$ cat src/rtl/cs_health_monitor_if.sv
// Observation bus between the coherent sampler tap and the health monitor.
// Carries the sampler req/cnt, the clear request and all health-test results.
// The monitor only listens to CSReq/CSCnt; it never drives the sampler's ack.
interface cs_health_monitor_if #(
  parameter int CSCntWidth = 16
);
  logic                  CSReq;
  logic [CSCntWidth-1:0] CSCnt;
  logic                  clearFail;
  logic                  bitOut;
  logic                  bitValid;
  logic                  gatedValid;
  logic                  rctFail;
  logic                  aptFail;
  logic                  healthy;

  // Stimulus side: drives the sampler view and the clear request.
  modport master (
    output CSReq, CSCnt, clearFail,
    input  bitOut, bitValid, gatedValid, rctFail, aptFail, healthy
  );

  // Monitor side.
  modport slave (
    input  CSReq, CSCnt, clearFail,
    output bitOut, bitValid, gatedValid, rctFail, aptFail, healthy
  );
endinterface

$ cat src/rtl/cs_health_monitor.sv
// Online RCT/APT health tests on the raw bit (CSCnt[0]) of each coherent-sampler sample.
// Latency: CSReq rise -> bitValid in 3-4 clk; flags/healthy update on the bitValid edge.
// No backpressure: passive observer of the sampler handshake; gatedValid qualifies bits.
module cs_health_monitor #(
  parameter int CSCntWidth   = 16,
  parameter int RCTCutoff    = 32,
  parameter int APTWindowLog = 10,
  parameter int APTCutoff    = 600
) (
  input logic                clk,
  input logic                rst,
  cs_health_monitor_if.slave bus
);

  localparam int              AW     = APTWindowLog + 1;
  localparam logic [7:0]      RctCut = 8'(RCTCutoff);
  localparam logic [AW-1:0]   AptCut = AW'(APTCutoff);
  localparam logic [AW-1:0]   WinLen = AW'(1 << APTWindowLog);
  localparam logic [AW-1:0]   AptOne = AW'(1);

  typedef enum logic {APT_IDLE, APT_WINDOW} apt_state_e;

  // Only bit 0 of the count carries entropy; the rest is observed but ignored.
  logic [CSCntWidth-1:0] cnt_w;
  logic                  unused_cnt;
  assign cnt_w      = bus.CSCnt;
  assign unused_cnt = ^cnt_w;

  logic req_meta_q, req_s_q, req_d_q;
  logic ev;
  logic bit_q, valid_q;

  logic       last_q, rct_q;
  logic [7:0] run_q;

  apt_state_e        apt_state_q;
  logic              ref_q, winfail_q, apt_q, startup_q, healthy_q;
  logic [AW-1:0]     match_q, win_q;

  logic [7:0]    run_d;
  logic          rct_set, apt_set, win_done;
  logic          ref_d, winfail_base, winfail_d;
  logic [AW-1:0] match_d, win_d;
  logic          rct_d, apt_d, startup_d;

  // Two-flop synchroniser for the RO-domain request plus a delay flop for edge detect.
  always_ff @(posedge clk or posedge rst) begin
    if (rst) begin
      req_meta_q <= 1'b0;
      req_s_q    <= 1'b0;
      req_d_q    <= 1'b0;
    end else begin
      req_meta_q <= bus.CSReq;
      req_s_q    <= req_meta_q;
      req_d_q    <= req_s_q;
    end
  end

  // One event per req rise, however long req stays high.
  assign ev = req_s_q & ~req_d_q;

  // Capture the raw bit on the event; cnt is held by the sampler until ack.
  always_ff @(posedge clk or posedge rst) begin
    if (rst) begin
      bit_q   <= 1'b0;
      valid_q <= 1'b0;
    end else begin
      valid_q <= ev;
      if (ev) bit_q <= cnt_w[0];
    end
  end

  // Candidate next values of the test state if the current bit is counted.
  always_comb begin
    run_d = 8'd1;
    if (run_q != 8'd0 && bit_q == last_q) begin
      run_d = (run_q == RctCut) ? RctCut : run_q + 8'd1;
    end
    rct_set = (run_d == RctCut);

    if (apt_state_q == APT_IDLE) begin
      ref_d        = bit_q;
      match_d      = AptOne;
      win_d        = AptOne;
      winfail_base = 1'b0;
    end else begin
      ref_d        = ref_q;
      win_d        = win_q + AptOne;
      match_d      = (bit_q == ref_q) ? match_q + AptOne : match_q;
      winfail_base = winfail_q;
    end
    apt_set   = (match_d == AptCut);
    win_done  = (win_d == WinLen);
    winfail_d = winfail_base | apt_set;

    rct_d     = rct_q | rct_set;
    apt_d     = apt_q | apt_set;
    startup_d = startup_q | (win_done & ~winfail_d);
  end

  // Repetition count test: run length of identical bits, sticky failure at the cutoff.
  always_ff @(posedge clk or posedge rst) begin
    if (rst) begin
      last_q <= 1'b0;
      run_q  <= 8'd0;
      rct_q  <= 1'b0;
    end else if (bus.clearFail) begin
      last_q <= 1'b0;
      run_q  <= 8'd0;
      rct_q  <= 1'b0;
    end else if (valid_q) begin
      last_q <= bit_q;
      run_q  <= run_d;
      rct_q  <= rct_d;
    end
  end

  // Adaptive proportion test FSM: back-to-back windows, startup passes on a clean window.
  always_ff @(posedge clk or posedge rst) begin
    if (rst) begin
      apt_state_q <= APT_IDLE;
      ref_q       <= 1'b0;
      match_q     <= '0;
      win_q       <= '0;
      winfail_q   <= 1'b0;
      apt_q       <= 1'b0;
      startup_q   <= 1'b0;
    end else if (bus.clearFail) begin
      apt_state_q <= APT_IDLE;
      ref_q       <= 1'b0;
      match_q     <= '0;
      win_q       <= '0;
      winfail_q   <= 1'b0;
      apt_q       <= 1'b0;
      startup_q   <= 1'b0;
    end else if (valid_q) begin
      ref_q       <= ref_d;
      match_q     <= match_d;
      win_q       <= win_d;
      winfail_q   <= winfail_d;
      apt_q       <= apt_d;
      startup_q   <= startup_d;
      apt_state_q <= win_done ? APT_IDLE : APT_WINDOW;
    end
  end

  // Health summary, registered alongside the flags it is derived from.
  always_ff @(posedge clk or posedge rst) begin
    if (rst) begin
      healthy_q <= 1'b0;
    end else if (bus.clearFail) begin
      healthy_q <= 1'b0;
    end else if (valid_q) begin
      healthy_q <= startup_d & ~rct_d & ~apt_d;
    end
  end

  assign bus.bitOut     = bit_q;
  assign bus.bitValid   = valid_q;
  // Uses the pre-update health, so the failing sample is judged by the old state.
  assign bus.gatedValid = valid_q & healthy_q;
  assign bus.rctFail    = rct_q;
  assign bus.aptFail    = apt_q;
  assign bus.healthy    = healthy_q;

endmodule

$ cat src/flat_wrapper.sv
// flat-port wrapper written by rule: the top's interface ports become plain ports
module cs_health_monitor_flat 
#(
  parameter int CSCntWidth   = 16,
  parameter int RCTCutoff    = 32,
  parameter int APTWindowLog = 10,
  parameter int APTCutoff    = 600
)
  (clk, rst, bus_CSReq, bus_CSCnt, bus_clearFail, bus_bitOut, bus_bitValid, bus_gatedValid, bus_rctFail, bus_aptFail, bus_healthy);
  cs_health_monitor_if #(.CSCntWidth(CSCntWidth)) bus_i ();
  input logic clk;
  input logic rst;
  input wire logic [$bits(bus_i.CSReq)-1:0] bus_CSReq;
  input wire logic [$bits(bus_i.CSCnt)-1:0] bus_CSCnt;
  input wire logic [$bits(bus_i.clearFail)-1:0] bus_clearFail;
  output wire logic [$bits(bus_i.bitOut)-1:0] bus_bitOut;
  output wire logic [$bits(bus_i.bitValid)-1:0] bus_bitValid;
  output wire logic [$bits(bus_i.gatedValid)-1:0] bus_gatedValid;
  output wire logic [$bits(bus_i.rctFail)-1:0] bus_rctFail;
  output wire logic [$bits(bus_i.aptFail)-1:0] bus_aptFail;
  output wire logic [$bits(bus_i.healthy)-1:0] bus_healthy;
  assign bus_i.CSReq = bus_CSReq;
  assign bus_i.CSCnt = bus_CSCnt;
  assign bus_i.clearFail = bus_clearFail;
  assign bus_bitOut = bus_i.bitOut;
  assign bus_bitValid = bus_i.bitValid;
  assign bus_gatedValid = bus_i.gatedValid;
  assign bus_rctFail = bus_i.rctFail;
  assign bus_aptFail = bus_i.aptFail;
  assign bus_healthy = bus_i.healthy;
  cs_health_monitor #(.CSCntWidth(CSCntWidth), .RCTCutoff(RCTCutoff), .APTWindowLog(APTWindowLog), .APTCutoff(APTCutoff)) u_core (.clk(clk), .rst(rst), .bus(bus_i));
endmodule
$ cat config.mk
export PLATFORM = sky130hd
export DESIGN_NAME = cs_health_monitor_flat
export DESIGN_NICKNAME = d
export VERILOG_FILES = /design/src/rtl/cs_health_monitor_if.sv /design/src/rtl/cs_health_monitor.sv /design/src/flat_wrapper.sv
export SDC_FILE = /design/constraint.sdc
export NUM_CORES = 1
export LEC_CHECK = 0
export BUFFER_PORTS_ARGS = -buffer_cell sky130_fd_sc_hd__buf_2
export CAP_MARGIN = 20
export CORE_UTILIZATION = 59
export CTS_CLUSTER_DIAMETER = 50
export DETAILED_ROUTE_END_ITERATION = 8
export GPL_ROUTABILITY_DRIVEN = 0
export GPL_TIMING_DRIVEN = 0
export PLACE_DENSITY = 0.8
export SLEW_MARGIN = 0
export SYNTH_ARGS = -nofsm -noshare
export SYNTH_HDL_FRONTEND = slang
export SYNTH_SLANG_ARGS = --single-unit
$ cat constraint.sdc
create_clock -name clk -period 2.9 [get_ports clk]
set_clock_uncertainty 0.05 [all_clocks]
set_input_delay 0.29 -clock clk [delete_from_list [all_inputs] [get_ports clk]]
set_output_delay 0.29 -clock clk [all_outputs]
set_load 0.005 [all_outputs]
==> run summary <==
Initial antenna violation count: 0
Endpoints failing setup: 0
First-pass GRT wire length: 10800 um
CTS resizes: 0
Total gr overflow: 0
R2R depth: 7
GRT busiest layer: met2
Sequential area share after synthesis: 0.403
Syn avg cell area: 8.17 um^2
Post-CTS Hold Fix Bufs: 0
Critical path class: reg2reg
Die height: 69.3 um
Ys async rst share: 1.00
Top Registers: u_core.match_q (11), u_core.win_q (11), u_core.run_q (8)
Clock-pin slew on the worst setup and hold paths: 0.09 ns
Worst hold margin: 0.0408 ns
Die area: 4800 um^2
Crit path max fanout: 7
DR vias: 2489
Clk Latency, worst-skew pair: 0.31 ns
Post-detail-place hpwl: 4350 um
TritonCTS clock tree: built
Fin nets: 368
Rows: 24
Mapped Area: 2670 um^2
GRT Overall Usage: 0.279
Startpoint Class: register
Hold Startpoint: bus_CSReq
RSZ-0062 raised after global routing: no
Critical Path RT: 3.08 ns
Worst setup EP type: register
P per Cell Area: 403 nW/um^2
DRT iter0 DRCs: 220
Max_slew headroom: 0.409
Synth Register Bits: 43
Main synth FF type: dfrtp_1
Share of layout cells above drive strength 1: 0.101
Synthesis Warnings: 0
Distinct cells, synth: 51
Drt total wl: 6250 um
Clock buffer depth: 2
Fmax: 411 MHz
Hold Path Stages: 1
Clk root buf: clkbuf_8
Hold EP: u_core.req_meta_q
Max VDD drop: 283 uV
ANT nets after route: 0
Io pins: 26
Clock sink count: 43
Final core occ: 0.663
Ranking of synthesized cells by area: dfrtp_1 40%, nor2_1 6.3%, a21oi_1 4.9%, nand2_1 4.8%, o21ai_0 3.6%
Vias in the first global route: 2391
Fin. max-slew vios: 0
H-tree levels: 2
Post-CTS Repair Setup Buffers: 0
Met1 GRT Util: 0.358
Inserted Clock Buffers: 5
EDFF count, synth: 0
Antenna cell count: 0
WP data arrival: 2.61 ns
Final period util: 0.839
PortBufs: 10
Vias per inst: 6.27
Register-to-register setup slack: 0.47 ns
Max_cap viols: 0
Largest net degree at the start of global routing: 44
Slew @ Worst Pin: 0.885 ns
DRC viols: 0
Drt first pass iters: 4
Worst r2r src: u_core.win_q[0]
Syn-to-layout area delta: 8.01%
Dominant cell type by area after synthesis: dfrtp_1
Class of the worst hold path: in2reg
Status: finished, final reports clean
Initial core utilization: 0.614
Synth Instances: 327
Leak: 0.00112 uW
Die width: 69.3 um
Met2 GRT Util: 0.471
Synth top area share: 0.403
Tmin final: 2.43 ns
Area after DPL: 2790 um^2
Fin. Hold Viols: 0
Post-route cell area: 2890 um^2
Syn_nets: 351
Met3 usage: 0.0494
Setup TNS: 0 ns
Core ar.: 4350 um^2
Reg-to-Reg End: u_core.bus.healthy
Fillers: 389
WL per Instance: 15.7 um
## critical path, stage by stage (launching register included)
cell and delay [ns]:
dfrtp_1 0.44, ha_1 0.30, xor2_1 0.16, or4_1 0.41, a211o_1 0.30, a2111oi_4 0.39, a21oi_2 0.11, o31ai_2 0.21
## per-stage QoR
step,worst slack [ns],power [uW],cells
2_1_floorplan,0.654,718,327
3_3_place_gp,0.496,755,389
3_5_place_dp,0.494,758,389
4_1_cts,0.480,1170,397
5_1_grt,0.281,1200,397
6_report,0.468,1160,397
## routing by layer
| layer | vias to the layer above | share of wire | wire length [um] |
|---|---|---|---|
| li1 | 1203 | - | - |
| met1 | 1197 | 0.44 | 2750 |
| met2 | 76 | 0.49 | 3050 |
| met3 | 13 | 0.055 | 341 |
| met4 | 0 | 0.016 | 99 |
| met5 | - | 0 | 0 |
## cell usage after synthesis, types with 2 or more instances
| library cell | number |
|---|---|
| buf_1 | 2 |
| nand2b_1 | 2 |
| nand2_1 | 34 |
| a311oi_1 | 3 |
| nor3_1 | 11 |
| a211oi_1 | 5 |
| nor2b_1 | 2 |
| o211ai_1 | 2 |
| and3_1 | 4 |
| nand4_1 | 5 |
| a31oi_1 | 3 |
| a21o_1 | 2 |
| mux2i_1 | 7 |
| o21a_1 | 3 |
| xnor2_1 | 5 |
| ha_1 | 4 |
| a21oi_1 | 26 |
| clkbuf_1 | 15 |
| o21ai_0 | 19 |
| a311o_1 | 2 |
| or4_1 | 3 |
| dfrtp_1 | 43 |
| nor3b_1 | 3 |
| buf_2 | 2 |
| or2_2 | 3 |
| a22oi_1 | 5 |
| inv_1 | 14 |
| nor4_1 | 8 |
| a41oi_1 | 3 |
| nor2_1 | 45 |
| buf_4 | 2 |
| nand3_1 | 18 |
| xor2_1 | 4 |
## cell usage in the layout (no fill, tap or decap), drive strengths merged, types with 2 or more instances in the layout
cell	n
nor2	45
dfrtp	43
nand2	34
a21oi	27
clkbuf	21
o21ai	19
nand3	19
buf	16
inv	15
nor3	11
nor4	8
mux2i	7
nand4	5
xnor2	5
a211oi	5
a22oi	5
xor2	5
and3	4
ha	4
or4	3
a31oi	3
o21a	3
nor3b	3
a41oi	3
or2	3
a311oi	3
o211ai	2
a21o	2
nand2b	2
a311o	2
nor2b	2
clkinv	2
o31ai	2
## cell type report
type	instances	area, um^2	area share
Inverter	16	60.1	0.0208
Clock buffer	6	82.6	0.0286
Sequential cell	43	1080	0.373
Clock inverter	2	16.3	0.00564
Multi-Input combinational cell	247	1450	0.501
Timing Repair Buffer	10	50.0	0.0173
Buffer	21	88.8	0.0308
Tap cell	52	65.1	0.0225
## where the power goes
| part | leakage, uW | switching (uW) | internal (uW) |
|---|---|---|---|
| clock network | 0.0000474 | 220 | 195 |
| registers | 0.000587 | 11.5 | 610 |
| logic | 0.000486 | 91.1 | 35.0 |
## kinds of logic after synthesis
family                     synth area share
xor gates and xnor gates             0.0356
adders and majority gates            0.0187
and+or+nand+nor                       0.250
muxes                                0.0304
AOI/OAI and AO/OA                     0.207
DFF                                   0.403
buffers and inverters                0.0557
## worst max-delay path by stage
stage / from / to / cells after the start
finish: u_core.win_q[0] / u_core.bus.healthy / 7
CTS: u_core.win_q[0] / u_core.bus.healthy / 7
detailed placement: u_core.win_q[0] / u_core.bus.healthy / 7
global route: u_core.win_q[1] / u_core.bus.healthy / 7
global placement: u_core.win_q[0] / u_core.bus.healthy / 7
floorplan: u_core.win_q[0] / u_core.bus.healthy / 7
(Power assumes the default switching activity.)
